===== config.mk =====
export PLATFORM = sky130hd
export DESIGN_NAME = fdiv_mant_div_iter
export DESIGN_NICKNAME = d
export VERILOG_FILES = /design/src/rtl/fdiv_mant_div_iter.sv
export SDC_FILE = /design/constraint.sdc
export NUM_CORES = 1
export LEC_CHECK = 0
export ABC_CLOCK_PERIOD_IN_PS = 9400
export BUFFER_PORTS_ARGS = -buffer_cell sky130_fd_sc_hd__buf_2
export CORE_ASPECT_RATIO = 1.2
export CORE_MARGIN = 2
export CORE_UTILIZATION = 55
export DETAILED_ROUTE_END_ITERATION = 10
export PLACE_DENSITY = 0.86
export REMOVE_ABC_BUFFERS = 1
export SYNTH_ARGS = -nofsm -noshare
export SYNTH_HDL_FRONTEND = slang
export SYNTH_SLANG_ARGS = --single-unit

===== constraint.sdc =====
create_clock -name clk -period 9.4 [get_ports clk]
set_input_delay 1.88 -clock clk [delete_from_list [all_inputs] [get_ports clk]]
set_output_delay 1.88 -clock clk [all_outputs]
set_load 0.01 [all_outputs]

===== src/rtl/fdiv_mant_div_iter.sv =====
// Iterative radix-2 restoring mantissa divider: one quotient bit per clock,
// producing a 1.(QBITS-1) fixed-point quotient plus sticky for the round stage.
module fdiv_mant_div_iter #(
   parameter int unsigned QBITS = 26
) (
   input  logic             clk,
   input  logic             rst,
   input  logic             start,
   input  logic [23:0]      a_mant,
   input  logic [23:0]      b_mant,
   output logic             busy,
   output logic             done,
   output logic [QBITS-1:0] q,
   output logic             sticky,
   output logic             dz
);

   localparam int unsigned CW = $clog2(QBITS + 1);

   typedef enum logic [1:0] {
      S_IDLE,
      S_RUN,
      S_DONE
   } state_t;

   state_t           state_q, state_d;
   logic [24:0]      rem_q, rem_d;
   logic [23:0]      breg_q, breg_d;
   logic [CW-1:0]    cnt_q, cnt_d;
   logic [QBITS-1:0] q_q, q_d;
   logic             sticky_q, sticky_d;
   logic             dz_q, dz_d;

   logic             rem_ge;
   logic [24:0]      rem_sub;
   logic             last_iter;

   assign rem_ge    = rem_q >= {1'b0, breg_q};
   assign rem_sub   = rem_ge ? (rem_q - {1'b0, breg_q}) : rem_q;
   assign last_iter = (cnt_q == CW'(QBITS - 1));

   always_ff @(posedge clk or posedge rst) begin
      if (rst) begin
         state_q <= S_IDLE;
      end else begin
         state_q <= state_d;
      end
   end

   always_comb begin
      state_d = state_q;
      unique case (state_q)
         S_IDLE: begin
            if (start) begin
               state_d = b_mant[23] ? S_RUN : S_DONE;
            end
         end
         S_RUN: begin
            if (last_iter) begin
               state_d = S_DONE;
            end
         end
         S_DONE:  state_d = S_IDLE;
         default: state_d = S_IDLE;
      endcase
   end

   always_comb begin
      busy = (state_q == S_RUN);
      done = (state_q == S_DONE);
   end

   always_comb begin
      rem_d    = rem_q;
      breg_d   = breg_q;
      cnt_d    = cnt_q;
      q_d      = q_q;
      sticky_d = sticky_q;
      dz_d     = dz_q;
      if (state_q == S_IDLE && start) begin
         rem_d    = {1'b0, a_mant};
         breg_d   = b_mant;
         cnt_d    = '0;
         q_d      = '0;
         sticky_d = 1'b0;
         dz_d     = 1'b0;
         if (!b_mant[23]) begin
            q_d  = '1;
            dz_d = 1'b1;
         end
      end else if (state_q == S_RUN) begin
         q_d   = {q_q[QBITS-2:0], rem_ge};
         // rem < 2*breg keeps bit 24 of rem_sub clear, so the shift loses nothing
         rem_d = rem_sub << 1;
         cnt_d = cnt_q + CW'(1);
         if (last_iter) begin
            sticky_d = |rem_sub;
         end
      end
   end

   always_ff @(posedge clk or posedge rst) begin
      if (rst) begin
         rem_q    <= '0;
         breg_q   <= '0;
         cnt_q    <= '0;
         q_q      <= '0;
         sticky_q <= 1'b0;
         dz_q     <= 1'b0;
      end else begin
         rem_q    <= rem_d;
         breg_q   <= breg_d;
         cnt_q    <= cnt_d;
         q_q      <= q_d;
         sticky_q <= sticky_d;
         dz_q     <= dz_d;
      end
   end

   assign q      = q_q;
   assign sticky = sticky_q;
   assign dz     = dz_q;

endmodule


After elaboration in Yosys (flattened, before gate mapping)
Index checks and enable logic that the tools add are counted.
{"block": "op_classes", "eq_ne": 5, "n_addsub": 2, "mux": 16, "mul": 0, "magnitude_cmp": 1, "bitwise_logic": 0, "shifts": 0, "div_mod_pow": 0, "reduce_logical": 7}
{"cell": "26-bit two-way mux", "count": 3}
{"cell": "25-bit two-way mux", "count": 3}
{"cell": "25-bit by 24-bit >= comparator with 1-bit output", "count": 1}
{"cell": "25-bit OR reduction", "count": 1}
{"cell": "25-bit by 24-bit subtractor with 25-bit output", "count": 1}
{"cell": "5-bit two-way mux", "count": 2}
{"cell": "2-bit two-way mux", "count": 3}
{"cell": "5-bit by 1-bit adder with 5-bit output, second input constant", "count": 1}
{"cell": "5-bit equality test, second input constant", "count": 1}
{"cell": "1-bit two-way mux", "count": 4}
{"cell": "2-bit case mux with 2 select lines", "count": 1}
{"cell": "2-bit AND reduction", "count": 2}
{"cell": "2-bit nonzero test", "count": 2}
{"cell": "2-bit by 1-bit equality test with 1-bit output, second input constant", "count": 1}
{"cell": "2-bit equality test, second input constant", "count": 1}
{"cell": "2-bit logical NOT", "count": 1}
{"cell": "2-bit by 1-bit inequality test with 1-bit output, second input constant", "count": 1}
{"cell": "2-bit inequality test, second input constant", "count": 1}
{"cell": "1-bit logical AND", "count": 1}
{"block": "totals", "ram_bits": 0, "ff_bits": 84, "word_cells": 38, "romBits": 0, "latchBits": 0, "output_inout_bits": 30, "n_memories": 0, "input_bits": 51}

Longest topological paths before layout
Gate-level depths: netlist of run 1.
{"block": "logic_depth", "word_depth": 6, "ltp_mapped": 14, "mapped_depth_nobuf": 13}

Least setup slack after synthesis of run 1
No wires, ideal clock.
{"block": "synth_timing", "path_kind": "register -> register", "from": "register rem_q[0]", "to": "register sticky_q (netlist: sticky)", "stages_incl_launch_ff": 14, "t_arrival_ns": 2.988, "n_path_buf": 0, "path_slack_ns": 6.281, "cell_sequence": "dfrtp_1 -> inv_1 -> ha_1 -> inv_1 -> fa_1 -> a21o_1 -> a221o_2 -> o211ai_2 -> a31oi_2 -> a31oi_1 -> a21oi_1 -> or4_1 -> a222oi_1 -> a21oi_1"}
{"block": "synth_between", "elab_chain_cells": 6, "elab_cells_between_ends": 7}
{"element": "from (decl)", "line_no": "27", "source": "logic [24:0] rem_q, rem_d;"}
{"element": "from (signal assigned)", "line_no": "111", "source": "rem_q <= rem_d;"}
{"element": "25-bit by 24-bit subtractor with 25-bit output or 25-bit by 24-bit >= comparator with 1-bit output (tied branches)", "line_no": "39, 38"}
{"element": "25-bit two-way mux *", "line_no": "39", "source": "assign rem_sub = rem_ge ? (rem_q - {1'b0, breg_q}) : rem_q;"}
{"element": "25-bit OR reduction *", "line_no": "97", "source": "sticky_d = |rem_sub;"}
{"element": "1-bit two-way mux *", "line_no": "96", "source": "if (last_iter) begin"}
{"element": "1-bit two-way mux *", "line_no": "91", "source": "end else if (state_q == S_RUN) begin"}
{"element": "1-bit two-way mux *", "line_no": "80", "source": "if (state_q == S_IDLE && start) begin"}
{"element": "to (signal assigned)", "line_no": "115", "source": "sticky_q <= sticky_d;"}
{"element": "to (decl)", "line_no": "31", "source": "logic sticky_q, sticky_d;"}
Every way passes the cells marked *; elsewhere a longest branch is shown, timed or not. The select of a mux whose other input is x is not followed.
A chain may end at the register's enable or synchronous reset.

Final worst setup path of run 1
{"block": "layout_timing", "from": "register state_q[0]", "to": "output busy"}
{"block": "layout_between", "elab_chain_cells": 1}
{"element": "from (decl)", "line_no": "26", "source": "state_t state_q, state_d;"}
{"element": "from (signal assigned)", "line_no": "46", "source": "state_q <= state_d;"}
{"element": "2-bit by 1-bit equality test with 1-bit output", "line_no": "69", "source": "busy = (state_q == S_RUN);"}
{"element": "to (decl)", "line_no": "11", "source": "output logic busy,"}
No other way between the ends.

==> flow_summary.toml, run 1 <==
[sta]
rsz0062_at_grt = "no"
fmax_mhz = 234
whs_ns = 0.483
slew_headroom_pct = 31.3
period_share_pct = 45.4
setup_violations = 0
fin_crit_ns = 4.27
fin_skew_ns = 0.00583
worst_pin_slew_ns = 1.03
maxSlewViolCount = 0
setup_slack_ns = 5.13
final.setup.tns_ns = 0
hold_viol_final = 0

[cts]
clock_path_buffers = 2
cts_root_buf = "clkbuf_8"
postCtsSetupBuffers = 0
cts_resized = 0
hold_buffers = 0
cts_tree = "done"
insertion_delay_ns = 0.38
path_clk_slew_ns = 0.08
cts_max_level = 3
clock-sinks = 84
cts_buffers = 9

[cells_and_area]
syn2layout_area_growth_pct = 13.1
final_core_util_pct = 64.1
fin_nets = 740
antenna_cells = 0
fill_cells = 783
drive_above_1_share_pct = 17.9

[setup_path]
rr_endpoint = "sticky$_DFFE_PP0P_"
worstSetupStartpointType = "register"
crit_arrival_ns = 2.39
worstPathMaxFanout = 22
path_class = "reg -> out"
critPathBufInv = 2
crit_family = "flip-flops"
worst_path_max_delay_cell = "dfrtp_1"
crit_path_end_kind = "primary output"
path_cells = "nand2b_1 > inv_1 > buf_2"
cpPeakStageDelay_ns = 0.76
rr_worst_depth = 10
r2r_start = "rem_q[12]$_DFFE_PP0P_"
required_ns = 7.52
r2r_setup_slack_ns = 5.69

[min_path]
holdPathStages = 2
min_to = "dz$_DFFE_PP0P_"
hp-class = "reg -> reg"
hp-start = "dz$_DFFE_PP0P_"

[routing]
drt_iter0_drc = 246
firstDrtPassIters = 4
avgViaCountPerCell = 5.87
drc_errors = 0
wire_per_inst_um = 16.6
drt.antenna.violating_nets = 0
wirelength_um = 13000
vias = 4610

[synth]
ys_async_sr_fraction_pct = 100
ys_seq_area_share_pct = 40.9
synth_area_leader_cell = "dfrtp_1"
yosysTopAreaCellShare_pct = 40.9
synthCells = 597
synth_edf_count = 0
ys_ff_latch = 84
synthFlopType = "dfrtp_1"
yosys.cell_types.count = 59
netlist_area_um2 = 5140
syn_avg_cell_area_um2 = 8.62
yosysWarnings = 0
ys_top_cells_by_area = "dfrtp_1 41%, o21ai_0 8.9%, nand2_1 7.1%"

[floorplanning]
die_area_um2 = 10100
die_w_um = 92.3
io_pins = 81
initial_core_util_pct = 56.6
coreArea_um2 = 9080
die_y_um = 110
rows = 38

[place]
dp_slack_ns = 5.58
place_congestion = 1.00
dpl.hpwl_um = 9440
port_buffers = 80

[grt]
grt-ovfl-total = 0
grt_pass1_vias = 4421
grt_pass1_wl_um = 21200
grt_use_total_pct = 26.6
antenna_found_initial = 0
grt_max_degree = 85

[run_status]
status = "finished clean"

[run]
max_cap_violations = 0
-- worst max-delay path by stage --
stage,startpoint,endpoint,slack [ns],cells after the start
after global routing,state_q[0]$_DFFE_PP0P_,busy,5.02,3
after detailed placement,state_q[0]$_DFFE_PP0P_,busy,5.58,3
final,state_q[0]$_DFFE_PP0P_,busy,5.13,3
after CTS,state_q[0]$_DFFE_PP0P_,busy,5.11,3
after global placement,state_q[0]$_DFFE_PP0P_,busy,5.55,3
after floorplan,start,cnt_q[2]$_DFFE_PP0P_,5.23,3
-- worst register-to-register path, delay by kind of cell, from the launching register on --
| kind | cells | cell delay, ns |
|---|---|---|
| compound gates | 6 | 1.78 |
| fa+ha+maj | 1 | 0.47 |
| mux | 1 | 0.28 |
| flops | 1 | 0.43 |
| buf+inv | 1 | 0.43 |
| simple gates | 1 | 0.21 |
-- cells in the final DEF, fill, tap and decap left out, types with 4 or more instances in the layout --
| cell type | synthesis | final |
|---|---|---|
| nand2b_1 | 5 | 5 |
| mux2i_1 | 12 | 12 |
| dfrtp_1 | 84 | 84 |
| nand3_1 | 11 | 11 |
| inv_1 | 32 | 31 |
| a21oi_1 | 25 | 25 |
| nand4_1 | 5 | 5 |
| nand2_1 | 97 | 97 |
| nor3_1 | 6 | 6 |
| o211ai_1 | 5 | 5 |
| mux2_2 | 4 | 4 |
| nor4_1 | 4 | 4 |
| ha_1 | 26 | 26 |
| clkbuf_8 | 0 | 10 |
| and3_1 | 6 | 6 |
| buf_4 | 0 | 5 |
| a21o_1 | 11 | 11 |
| xnor2_1 | 8 | 8 |
| a211oi_1 | 6 | 6 |
| a22oi_1 | 22 | 22 |
| buf_2 | 5 | 80 |
| o21ai_0 | 91 | 91 |
| xor2_1 | 9 | 9 |
| nor2_1 | 42 | 42 |
| or3_1 | 4 | 4 |
-- synthesized netlist by cell type (all sizes together), types with 2 or more instances --
master and n:
a21oi 26, o31a 2, and3 6, xnor2 8, nor4 4, o2111ai 3, nor3 6, mux2 4
o21ai 93, a21o 12, a211oi 7, a22oi 22, o22ai 2, clkbuf 22, or3 4, or4 2
o21bai 4, nor3b 2, dfrtp 84, mux2i 12, a31oi 4, xor2 9, nand2b 5, nand2 97
nand3 11, and4 2, nor2b 3, buf 9, nand4 5, and2 3, nand4b 2, o211ai 6
inv 32, ha 26, nor2 42
-- state kept, by name (all words and copies together) (netlist names) --
signal / count
sticky: 1
dz: 1
state_q: 2
breg_q: 24
rem_q: 25
q: 26
cnt_q: 5
-- area by class of cell --
cell class              count  area (um^2)  share of cell area (%)
clock inverters             4         73.8                    1.27
clock buffers              11          141                    2.43
well taps                 120          150                    2.58
multi-input cells         450         2790                    48.0
inverters                  32          121                    2.09
flip-flops and latches     84         2100                    36.1
repair buffers             85          438                    7.53
-- per-stage QoR --
stage	instance area, um^2	instances
finish	5820	786
global route	5820	786
CTS	5820	786
detailed placement	5600	771
global placement	5600	771
floorplan	4990	566
-- cells by family after synthesis --
| group | Yosys count | synth area share [%] |
|---|---|---|
| multiplexers | 16 | 3.21 |
| flip-flops | 84 | 40.9 |
| AO/OA/AOI/OAI | 194 | 24.0 |
| XOR/XNOR | 17 | 2.89 |
| AND/OR/NAND/NOR | 196 | 17.0 |
| buffers and inverters | 63 | 5.30 |
| adder cells (fa/ha/maj) | 27 | 6.71 |
-- layer usage --
| metal | global-route usage (%) | part of all wire [%] | vias up |
|---|---|---|---|
| li1 | - | - | 2240 |
| met1 | 34.3 | 43 | 2177 |
| met2 | 44.0 | 48 | 159 |
| met3 | 4.39 | 5.3 | 34 |
| met4 | 13.2 | 3.2 | 0 |
| met5 | 0 | 0 | - |
Power of run 1 is not shown: default switching activity piles up to over one toggle a cycle in this logic, so the estimate is an artifact.
==> run 2, diff against run 1 <==
Settings changed: ABC_AREA set to 1, ABC_CLOCK_PERIOD_IN_PS 9400 to 4250, PLACE_DENSITY 0.86 to 0.85.
Clock period 9.4 ns to 4.25 ns, I/O delays scaled along.
==> flow_summary.toml, run 2 <==
[setup_path]
crit_arrival_ns = 3.14
required_ns = 4.49
path_cells = "ha_1 > nand2_1 > nor2_4 > nand3_1 > nand3_2 > nand3_4 > inv_1 > nor2_2 > nand2_1 > nand2_1 > nor2_1 > nand2_1 > nor2_1 > nand2_1 > o21bai_1 > nand2_1"
crit_path_end_kind = "register"
worstSetupStartpointType = "register"
cpPeakStageDelay_ns = 0.40
worstPathMaxFanout = 18
worst_path_max_delay_cell = "dfrtp_1"
crit_family = "simple AND/OR/NAND/NOR gates"
cpMostUsedCell = "nand2_1"
path_class = "reg -> reg"
critPathBufInv = 1

[synth]
synthCells = 863
netlist_area_um2 = 5810
yosysTopAreaCellShare_pct = 36.2
ys_ff_latch = 84
synthFlopType = "dfrtp_1"
yosys.cell_types.count = 38
ys_top_cells_by_area = "dfrtp_1 36%, nand2_1 21%, inv_1 8.0%"
ys_async_sr_fraction_pct = 100
yosysMostFrequentCell = "nand2_1"
synth_edf_count = 0
yosysWarnings = 0
ys_seq_area_share_pct = 36.2
synth_area_leader_cell = "dfrtp_1"
synth.top_cells.by_count = "321 x nand2_1, 124 x inv_1, 84 x dfrtp_1, 68 x nor2_1, 64 x nand3_1"
syn_avg_cell_area_um2 = 6.74

[cts]
insertion_delay_ns = 0.35
clock_path_buffers = 2
cts_resized = 0
cts_buffers = 9
cts_tree = "done"
cts_root_buf = "clkbuf_16"
cts_max_level = 3
hold_buffers = 0
postCtsSetupBuffers = 0
clock-sinks = 84
path_clk_slew_ns = 0.06

[floorplanning]
die_y_um = 117
initial_core_util_pct = 55.8
coreArea_um2 = 10400
io_pins = 81
die_w_um = 97.9
rows = 41
die_area_um2 = 11400

[sta]
setup_violations = 0
fin_crit_ns = 2.90
slew_headroom_pct = 43.9
fmax_mhz = 345
maxSlewViolCount = 0
fin_skew_ns = 0.00884
setup_slack_ns = 1.35
worst_pin_slew_ns = 0.842
rsz0062_at_grt = "no"
period_share_pct = 68.3
hold_viol_final = 0
final.setup.tns_ns = 0

[routing]
drt.antenna.violating_nets = 0
avgViaCountPerCell = 5.30
drt_iter0_drc = 344
vias = 5663
firstDrtPassIters = 5
wire_per_inst_um = 14.2
wirelength_um = 15100
drc_errors = 0

[place]
dp_slack_ns = 1.42
dpl.hpwl_um = 11200
port_buffers = 80
place_congestion = 0.987

[cells_and_area]
final_common_cell = "nand2_1"
fin_nets = 1013
syn2layout_area_growth_pct = 13.5
antenna_cells = 0
largest_reg_flops = 26
layout_common_cells = "321 x nand2_1, 123 x inv_1, 84 x dfrtp_1"
drive_above_1_share_pct = 14.7

[grt]
antenna_found_initial = 1
grt_use_total_pct = 27.8
grt_pass1_vias = 5586
grt_pass1_wl_um = 25500
grt-ovfl-total = 0
grt_max_degree = 98

[run]
max_cap_violations = 0

[min_path]
hp-class = "in -> async"

[run_status]
status = "finished clean"
-- run 2: per-stage QoR --
step                      hold slack (ns)  cell area [um^2]  utilization, %  instances
final                               0.405              6600            63.4       1069
after global placement              0.478              6290            60.4       1053
after detailed placement            0.480              6290            60.4       1053
after floorplan                     0.453              5690               -        839
after CTS                           0.406              6600            63.4       1069
after global routing                0.416              6600            63.4       1069
-- run 2: final timing paths --
| path | endpoint | from | slack, ns | cells past startpoint |
|---|---|---|---|---|
| hold / removal | q[21]$_DFFE_PP0P_ | rst | 0.41 | 2 |
| max in group asynchronous | rem_q[15]$_DFFE_PP0P_ | rst | 3.07 | 3 |
| min in group clk | dz$_DFFE_PP0P_ | dz$_DFFE_PP0P_ | 0.51 | 2 |
| setup / recovery | sticky$_DFFE_PP0P_ | rem_q[6]$_DFFE_PP0P_ | 1.35 | 16 |
| hold reg to reg | dz$_DFFE_PP0P_ | dz$_DFFE_PP0P_ | 0.51 | 2 |
| setup reg to reg | sticky$_DFFE_PP0P_ | rem_q[6]$_DFFE_PP0P_ | 1.35 | 16 |
-- run 2: kinds of logic (layout without fill, tap and decap cells) --
logic type,Yosys count,in the layout,synth area share [%]
XOR/XNOR,10,10,1.51
flip-flops,84,84,36.2
adder cells (fa/ha/maj),27,27,5.94
AND/OR/NAND/NOR,497,497,36.9
buffers and inverters,154,231,10.6
AO/OA/AOI/OAI,91,91,8.87
-- run 2: final cells by class --
class	count	area [um^2]
inverters	130	489
well taps	129	161
clock buffers	10	239
fillers	964	3820
flip-flops and latches	84	2100
clock inverters	6	68.8
multi-input cells	625	3100
repair buffers	85	438
-- run 2: worst reg2reg max path: stages (launching register included) --
cell and delay (ns):
dfrtp_1 0.40, ha_1 0.37, nand2_1 0.18, nor2_4 0.17, nand3_1 0.13, nand3_2 0.15, nand3_4 0.26, inv_1 0.16
nor2_2 0.09, nand2_1 0.11, nand2_1 0.08, nor2_1 0.09, nand2_1 0.08, nor2_1 0.24, nand2_1 0.10, o21bai_1 0.14
nand2_1 0.06
-- run 2: per-layer routing --
layer	vias to the layer above	global-route usage [%]	part of all wire, %
li1	2844	-	-
met1	2605	33.7	42
met2	182	49.1	49
met3	30	5.69	6.3
met4	2	10.9	2.3
met5	-	0	0.086
Power of run 2 is left out for the same reason.
==> run 3, diff against run 2 <==
Settings changed: ABC_AREA 1 to 0, ABC_CLOCK_PERIOD_IN_PS 4250 to 2800, PLACE_DENSITY 0.85 to 0.86.
Clock period 4.25 ns to 2.8 ns, I/O delays scaled along.
==> flow_summary.toml, run 3 (synthesis gave the netlist of run 1 again) <==
[routing]
drc_errors = 0
vias = 5227
firstDrtPassIters = 5
wirelength_um = 15400
wire_per_inst_um = 16.9
avgViaCountPerCell = 5.75
drt_iter0_drc = 367
drt.antenna.violating_nets = 0

[sta]
whs_ns = 0.292
slew_headroom_pct = 48.2
rsz0062_at_grt = "yes"
maxSlewViolCount = 0
setup_violations = 10
fin_skew_ns = 0.00696
period_share_pct = 118
fmax_mhz = 304
worst_pin_slew_ns = 0.775
setup_slack_ns = -0.491
hold_viol_final = 0
fin_crit_ns = 3.29

[cts]
cts_buffers = 9
cts_max_level = 3
hold_buffers = 0
cts_tree = "done"
insertion_delay_ns = 0.36
clock-sinks = 84
cts_root_buf = "clkbuf_8"
path_clk_slew_ns = 0.09
clock_path_buffers = 2

[setup_path]
required_ns = 3.04
cpPeakStageDelay_ns = 0.41
crit_arrival_ns = 3.54
path_class = "reg -> reg"
worst_path_max_delay_cell = "a221o_2"
rr_worst_depth = 13
crit_path_end_kind = "register"
worstSetupStartpointType = "register"
worstPathMaxFanout = 5
path_cells = "inv_2 > ha_4 > inv_2 > fa_2 > a21o_1 > a221o_2 > o211ai_2 > a31oi_2 > a31oi_1 > a21oi_1 > or4_1 > a222oi_1 > a21oi_1"

[place]
dp_slack_ns = -0.582
place_congestion = 0.998
place_inst = 878
dpl.hpwl_um = 11000
port_buffers = 80

[grt]
grt-ovfl-total = 0
grt_pass1_wl_um = 24700
grt_max_degree = 53
grt_pass1_vias = 5268
grt_use_total_pct = 31.0
antenna_found_initial = 0

[cells_and_area]
final_core_util_pct = 76.2
layout_common_cells = "120 x buf_4, 96 x nand2_1, 85 x o21ai_0"
largest_reg_flops = 26
antenna_cells = 0
fin_nets = 863
final_common_cell = "buf_4"
drive_above_1_share_pct = 33.7
fin_cells = 909
syn2layout_area_growth_pct = 34.6

[run_status]
violations = "negative setup slack"
status = "finished, violations left"

[min_path]
hp-class = "in -> async"

[floorplanning]
rows = 38
coreArea_um2 = 9080
initial_core_util_pct = 56.6
die_area_um2 = 10100
die_y_um = 110
die_w_um = 92.3
io_pins = 81

[run]
max_cap_violations = 0
## run 3: final timing paths
path                       slack (ns)                 start                     end
setup / recovery                -0.49  rem_q[0]$_DFFE_PP0P_      sticky$_DFFE_PP0P_
hold / removal                   0.29                   rst       q[19]$_DFFE_PP0P_
setup reg to reg                -0.49  rem_q[0]$_DFFE_PP0P_      sticky$_DFFE_PP0P_
hold reg to reg                  0.50     q[25]$_DFFE_PP0P_       q[25]$_DFFE_PP0P_
max in group asynchronous        1.84                   rst  breg_q[17]$_DFFE_PP0P_
min in group clk                 0.39            b_mant[22]  breg_q[22]$_DFFE_PP0P_
## run 3: worst max-delay path, delay by kind of cell, from the launching register on
| family | cells | cell delay, ns |
|---|---|---|
| AO/OA/AOI/OAI | 8 | 1.75 |
| adder cells (fa/ha/maj) | 2 | 0.50 |
| AND/OR/NAND/NOR | 1 | 0.41 |
| flip-flops | 1 | 0.40 |
| buffers and inverters | 2 | 0.13 |
## run 3: area by class of cell
| cell class | count | area [um^2] |
|---|---|---|
| Fill cell | 651 | 2160 |
| Clock buffer | 9 | 124 |
| Inverter | 32 | 121 |
| Tap cell | 120 | 150 |
| Multi-Input combinational cell | 450 | 2930 |
| Timing Repair Buffer | 208 | 1430 |
| Sequential cell | 84 | 2100 |
| Clock inverter | 6 | 65.1 |
## run 3: per-stage QoR
step                setup TNS, ns  cell area [um^2]
floorplan                  -27.24              4990
global placement            -3.21              6440
detailed placement          -4.37              6440
CTS                         -1.06              6890
global route                -3.60              6920
finish                      -1.29              6920
## run 3: layer usage
| layer | GRT usage [%] | vias up | routed length [um] |
|---|---|---|---|
| met4 | 14.8 | 0 | 621 |
| met3 | 6.10 | 56 | 951 |
| li1 | - | 2477 | - |
| met1 | 36.4 | 2482 | 6150 |
| met2 | 54.7 | 212 | 7630 |
| met5 | 0 | - | 0 |
## run 3: timing repair
item	4_1_cts	5_1_grt
resized for setup	32	5
buffers inserted	16	4
pin swaps	17	14
setup endpoints to repair	24	18
Power of run 3 is left out for the same reason.
